[config.mk]
export PLATFORM = sky130hd
export DESIGN_NAME = delay_tap_engine
export DESIGN_NICKNAME = d
export VERILOG_FILES = /design/src/rtl/effects_pkg.sv /design/src/rtl/tap_addr_calc.sv /design/src/rtl/delay_tap_engine.sv
export SDC_FILE = /design/constraint.sdc
export NUM_CORES = 1
export LEC_CHECK = 0
export ABC_AREA = 1
export CAP_MARGIN = 5
export CORE_ASPECT_RATIO = 0.5
export CORE_MARGIN = 2
export CORE_UTILIZATION = 57
export DETAILED_ROUTE_END_ITERATION = 8
export PLACE_DENSITY = 0.84
export RECOVER_POWER = 100
export SLEW_MARGIN = 20
export SYNTH_ARGS = -nofsm -noshare
export SYNTH_HDL_FRONTEND = slang
export SYNTH_SLANG_ARGS = --single-unit
[constraint.sdc]
create_clock -name clk -period 4.5 [get_ports clk]
set_clock_uncertainty 0.1 [all_clocks]
set_input_delay 0.675 -clock clk [delete_from_list [all_inputs] [get_ports clk]]
set_output_delay 0.675 -clock clk [all_outputs]
set_load 0.1 [all_outputs]
[src/rtl/effects_pkg.sv]
// Shared definitions for the audio-effects datapath blocks.
package effects_pkg;

    // Sequencer states of the delay-tap datapath
    typedef enum logic [2:0] {
        IDLE,
        WRITE,
        READ,
        DRAIN,
        DONE
    } dp_state_t;

    // Default sample width (ADC code) and delay buffer length
    localparam int DEFAULT_DATA_W = 12;
    localparam int DEFAULT_DEPTH  = 4096;

endpackage

[src/rtl/tap_addr_calc.sv]
// Combinational read-address generator: clamps the tap delay to DEPTH-1 and
// subtracts it from the write pointer modulo DEPTH (DEPTH need not be 2^n).
module tap_addr_calc #(
    parameter int DEPTH  = 4096,
    parameter int ADDR_W = $clog2(DEPTH)
) (
    input  logic [ADDR_W-1:0] i_wr_ptr,
    input  logic [ADDR_W-1:0] i_delay,
    output logic [ADDR_W-1:0] o_addr
);

    localparam logic [ADDR_W-1:0] MAX_D   = ADDR_W'(DEPTH - 1);
    // Truncation is harmless: the final result is always below DEPTH, so
    // arithmetic modulo 2^ADDR_W yields the exact address.
    localparam logic [ADDR_W-1:0] DEPTH_T = ADDR_W'(DEPTH);

    logic [ADDR_W-1:0] w_d;

    // Clamp the delay, then wrap the subtraction back into [0, DEPTH)
    always_comb begin
        w_d = (i_delay > MAX_D) ? MAX_D : i_delay;
        if (i_wr_ptr >= w_d)
            o_addr = i_wr_ptr - w_d;
        else
            o_addr = i_wr_ptr + DEPTH_T - w_d;
    end

endmodule

[src/rtl/delay_tap_engine.sv]
// Delay-tap sequencer: per sample strobe, writes the sample into the external
// circular buffer, reads N_TAPS delayed samples and emits a dry+wet mix.
module delay_tap_engine
    import effects_pkg::*;
#(
    parameter int DATA_W = DEFAULT_DATA_W,
    parameter int DEPTH  = DEFAULT_DEPTH,
    parameter int N_TAPS = 2,
    parameter int ADDR_W = $clog2(DEPTH),
    parameter int MIX_W  = DATA_W + $clog2(N_TAPS + 1)
) (
    input  logic                       clk,
    input  logic                       reset,
    input  logic                       start,
    input  logic [DATA_W-1:0]          sample_in,
    input  logic [N_TAPS-1:0]          tap_en,
    input  logic [N_TAPS*ADDR_W-1:0]   tap_delay,
    input  logic                       clear_overrun,
    output logic                       mem_write,
    output logic [ADDR_W-1:0]          mem_address,
    output logic [DATA_W-1:0]          mem_datain,
    input  logic [DATA_W-1:0]          mem_dataout,
    output logic [N_TAPS*DATA_W-1:0]   tap_out,
    output logic [MIX_W-1:0]           mix_out,
    output logic                       out_valid,
    output logic                       busy,
    output logic                       overrun
);

    localparam int KW = (N_TAPS > 1) ? $clog2(N_TAPS) : 1;

    dp_state_t                 r_state;
    dp_state_t                 w_state_nxt;
    logic [KW-1:0]             r_k;
    logic [ADDR_W-1:0]         r_wr_ptr;
    logic [DATA_W-1:0]         r_sample;
    logic [N_TAPS-1:0]         r_en;
    logic [N_TAPS*ADDR_W-1:0]  r_delay;
    logic [N_TAPS*DATA_W-1:0]  r_cap;
    logic [N_TAPS*DATA_W-1:0]  w_cap_nxt;
    logic [N_TAPS*DATA_W-1:0]  r_tap_out;
    logic [MIX_W-1:0]          r_mix;
    logic                      r_valid;
    logic                      r_overrun;
    logic [ADDR_W-1:0]         w_rd_delay;
    logic [ADDR_W-1:0]         w_rd_addr;
    logic                      w_last_tap;

    // Dry sample plus all captured taps; disabled taps were captured as 0.
    // MIX_W leaves room for N_TAPS+1 full-scale terms, so no saturation.
    function automatic logic [MIX_W-1:0] mix_sum(
        input logic [DATA_W-1:0]        s,
        input logic [N_TAPS*DATA_W-1:0] taps
    );
        logic [MIX_W-1:0] acc;
        acc = MIX_W'(s);
        for (int i = 0; i < N_TAPS; i++)
            acc = acc + MIX_W'(taps[i*DATA_W +: DATA_W]);
        return acc;
    endfunction

    assign w_rd_delay = r_delay[int'(r_k)*ADDR_W +: ADDR_W];
    assign w_last_tap = (r_k == KW'(N_TAPS - 1));

    tap_addr_calc #(
        .DEPTH  (DEPTH),
        .ADDR_W (ADDR_W)
    ) u_addr (
        .i_wr_ptr (r_wr_ptr),
        .i_delay  (w_rd_delay),
        .o_addr   (w_rd_addr)
    );

    // Next-state logic; the FSM timeline is fixed regardless of tap enables
    always_comb begin
        w_state_nxt = r_state;
        case (r_state)
            IDLE:    if (start) w_state_nxt = WRITE;
            WRITE:   w_state_nxt = READ;
            READ:    if (w_last_tap) w_state_nxt = DRAIN;
            DRAIN:   w_state_nxt = DONE;
            DONE:    w_state_nxt = IDLE;
            default: w_state_nxt = IDLE;
        endcase
    end

    // Memory-side outputs decoded from state; idle address parks on wr_ptr
    always_comb begin
        mem_write   = (r_state == WRITE);
        mem_address = (r_state == READ) ? w_rd_addr : r_wr_ptr;
        mem_datain  = r_sample;
        busy        = (r_state != IDLE);
    end

    // Read data arrives one cycle after its address: READ k>0 lands tap k-1,
    // DRAIN lands the last tap
    always_comb begin
        int idx;
        w_cap_nxt = r_cap;
        idx       = int'(r_k) - 1;
        if (r_state == READ && r_k != '0)
            w_cap_nxt[idx*DATA_W +: DATA_W] = r_en[idx] ? mem_dataout : '0;
        else if (r_state == DRAIN)
            w_cap_nxt[(N_TAPS-1)*DATA_W +: DATA_W] =
                r_en[N_TAPS-1] ? mem_dataout : '0;
    end

    // State register, tap counter and write pointer
    always_ff @(posedge clk) begin
        if (reset) begin
            r_state  <= IDLE;
            r_k      <= '0;
            r_wr_ptr <= '0;
        end else begin
            r_state <= w_state_nxt;
            if (r_state == READ && !w_last_tap)
                r_k <= r_k + KW'(1);
            else
                r_k <= '0;
            if (r_state == DONE)
                r_wr_ptr <= (r_wr_ptr == ADDR_W'(DEPTH - 1)) ? '0 : r_wr_ptr + ADDR_W'(1);
        end
    end

    // Per-sample snapshot of the inputs and the tap capture bank
    always_ff @(posedge clk) begin
        if (reset) begin
            r_sample <= '0;
            r_en     <= '0;
            r_delay  <= '0;
            r_cap    <= '0;
        end else begin
            if (r_state == IDLE && start) begin
                r_sample <= sample_in;
                r_en     <= tap_en;
                r_delay  <= tap_delay;
            end
            r_cap <= w_cap_nxt;
        end
    end

    // Results register on the DRAIN->DONE edge so they are valid with out_valid
    always_ff @(posedge clk) begin
        if (reset) begin
            r_tap_out <= '0;
            r_mix     <= '0;
            r_valid   <= 1'b0;
        end else begin
            r_valid <= (r_state == DRAIN);
            if (r_state == DRAIN) begin
                r_tap_out <= w_cap_nxt;
                r_mix     <= mix_sum(r_sample, w_cap_nxt);
            end
        end
    end

    // Sticky overrun: a strobe outside IDLE sets it, and setting beats clearing
    always_ff @(posedge clk) begin
        if (reset)
            r_overrun <= 1'b0;
        else if (start && r_state != IDLE)
            r_overrun <= 1'b1;
        else if (clear_overrun)
            r_overrun <= 1'b0;
    end

    assign tap_out   = r_tap_out;
    assign mix_out   = r_mix;
    assign out_valid = r_valid;
    assign overrun   = r_overrun;

endmodule

==> out/metrics.cfg <==
[status]
outcome=complete, but fails checks
violations=max-capacitance violations, max-slew violations

[clock_network]
post_cts_resized=0
clk_latency_ns=0.41
cts_buffer_depth=2
postCtsSetupBuffers=0
cts_hold_buf=0
h-tree-depth=4
cts_tree=yes
cts_root_buf=clkbuf_16
cts.sinks=118
path_clk_slew_ns=0.05
numCtsBuffers=17

[setup_path]
r2r_cells=13
end_kind=primary output
cp.arrival_ns=3.40
critPathLaunchType=flip-flop
cp_max_fo=28
r2r-start=r_k$_SDFF_PP0_
required_ns=3.72
worst-setup-path-type=flip-flop to primary output
r2r_setup_slack_ns=0.49
reg2reg_to=mix_out[7]$_SDFFE_PP0N_

[timing]
slew_headroom_pct=-117.8
fmax_ghz=0.2397
period_share_pct=92.72
setup_slack_ns=0.3277
hold_viol=0
setup_viol=0
period_needed_ns=4.172
slew_viol_final=69
tns_ns=0
hold_slack_ns=0.3400
rsz0062_at_grt=no
tightest_slew_ns=3.267

[yosys]
synth_top_area_share_pct=37.31
netlist_area_sq_mm=0.006331
synthAdderAreaFrac_pct=8.972
synth_area_leaders=dfxtp_1 37%, nand2_1 11%, inv_1 9.7%
yosys_warnings=0
synth-xor-area-share_pct=1.383
synth_nets=1007
synth_top_area_cell=dfxtp_1
ys_types=36
seq_area_frac_synth_pct=37.31
synth_compound_area_share_pct=14.98
muxShareOfSynthArea_pct=0
yosys.area_share.simple_pct=24.55
synth_top_family_by_area=simple AND/OR/NAND/NOR gates
synthCells=916
syn_avg_cell_area_sq_um=6.912
ys_ff_latch=118

[detailed_routing]
drt-initial-drc-count=481
routed_wl_mm=17.42
wl_met2_mm=8.529
drc_errors=0
routedWlPerCell_microns=14.74
via_per_inst=5.217
top_layer=met4
vias=6167
met3_length_mm=1.019
postRouteAntennaNets=0
drt-met1-wl_mm=7.467
first_pass_iters=5

[power]
netSwitchingPower_uw=961.3
p_sw_share_pct=30.06
internal-power_mw=2.237
pwr-share-seq_pct=34.8
finalPower_mw=3.198
p_clk_share_pct=46.9
comb_power_share_pct=18.3
powerDensity_mw_per_mm2=392.3
p_leak_nw=3.918
peakVddDrop_v=0.0002910

[worst_hold_path]
hold_start=r_delay[1]$_SDFFE_PP0P_
min_path_cells=2
hold_path_class=flip-flop to flip-flop
holdPathEnd=r_delay[1]$_SDFFE_PP0P_

[die]
fp.dieH_microns=78.52
die_area_sq_mm=0.01202
die_x_microns=153.0
core_area_sq_mm=0.01091
start_util_pct=58.02
io-pin-count=120
rows=27

[finish]
utilization_pct=74.72
final_area_sq_mm=0.008153
n_fill_cell=850
drive_gt1_share_pct=7.232
final_nets=1115
seq_area_sq_mm=0.002362
layout_commonest_cell=nand2_1
layoutNonFillerInstCount=1182
multiInputGateArea_sq_mm=0.003148
layout_common_cells=188 x nand2_1, 164 x inv_1, 118 x dfxtp_1
n_antenna_cell=0
area.growth.synth_to_final_pct=28.77

[grt]
grt_usage_pct=28.96
overflow=0
grt_pass1_wl_mm=27.71
grt_pass1_vias=5907
antenna_found_initial=0
grt_max_degree=69

[place]
place_area_sq_mm=0.007545
place_congestion=0.8840
port_buffers=119
hpwl_mm=11.68
placed_cells=1150
dp_worst_setup_slack_ns=0.7974

[flow_run]
drv_cap=1

==> layer usage <==
| metal | GRT usage [%] | vias up |
|---|---|---|
| met5 | 0 | - |
| met4 | 13.06 | 0 |
| met3 | 5.687 | 33 |
| met2 | 50.54 | 196 |
| met1 | 35.09 | 2860 |
| li1 | - | 3078 |
==> flip-flops by register name (all words and copies together) (netlist names) <==
name        count
r_cap          24
r_delay        24
tap_out        24
mix_out        14
mem_datain     12
r_wr_ptr       12
r_state         3
r_en            2
out_valid       1
overrun         1
r_k             1
==> final cells by class <==
| type | instances | share of cell area [%] |
|---|---|---|
| multi-input combinational | 591 | 38.61 |
| clock inverter | 15 | 2.793 |
| sequential | 118 | 28.97 |
| timing repair buffer | 123 | 14.18 |
| clock buffer | 17 | 5.218 |
| tap | 145 | 2.225 |
| inverter | 173 | 7.996 |
==> synth_stat cells, drive strengths merged <==
| cell | n |
|---|---|
| a21oi | 73 |
| a31oi | 3 |
| and2 | 2 |
| buf | 18 |
| clkbuf | 16 |
| dfxtp | 118 |
| fa | 14 |
| ha | 23 |
| inv | 173 |
| nand2 | 191 |
| nand3 | 39 |
| nand3b | 4 |
| nand4 | 7 |
| nor2 | 113 |
| nor3 | 7 |
| nor3b | 2 |
| o211ai | 2 |
| o21a | 2 |
| o21ai | 87 |
| o21bai | 1 |
| o22ai | 11 |
| xnor2 | 5 |
| xor2 | 5 |
==> cells by family (layout without fill, tap and decap cells) <==
kind of cell    count (synthesis)  after routing
xor+xnor                       10             10
flops                         118            118
buf+inv                       207            328
fa+ha+maj                      37             37
compound gates                179            179
simple gates                  365            365
==> worst max path at each step <==
stage / to / cells after the start / startpoint
floorplan: mem_address[2] / 8 / r_k$_SDFF_PP0_
global placement: mem_address[8] / 9 / r_k$_SDFF_PP0_
detailed placement: mix_out[7]$_SDFFE_PP0N_ / 17 / r_state[2]$_SDFFE_PP0P_
CTS: mem_address[8] / 9 / r_k$_SDFF_PP0_
global route: mem_address[8] / 9 / r_k$_SDFF_PP0_
finish: mem_address[7] / 10 / r_k$_SDFF_PP0_
==> worst max-delay path, cell delays in order (launching register included) <==
cell and delay, ns:
dfxtp_1 0.91, o21ai_0 0.28, ha_1 0.36, nand2_1 0.08, o21ai_0 0.46, and2_1 0.22
nor2_1 0.04, nand2_1 0.05, nand3_1 0.07, nand2_1 0.07, clkbuf_2 0.45
==> power groups by stage <==
stage | clock, mW | combinational, mW | sequential (mW)
detailed placement | 0 | 0.587 | 1.14
finish | 1.50 | 0.584 | 1.11
global route | 1.56 | 0.628 | 1.12
CTS | 1.50 | 0.595 | 1.11
global placement | 0 | 0.580 | 1.14
floorplan | 0 | 0.301 | 1.26
(Power assumes the default switching activity.)
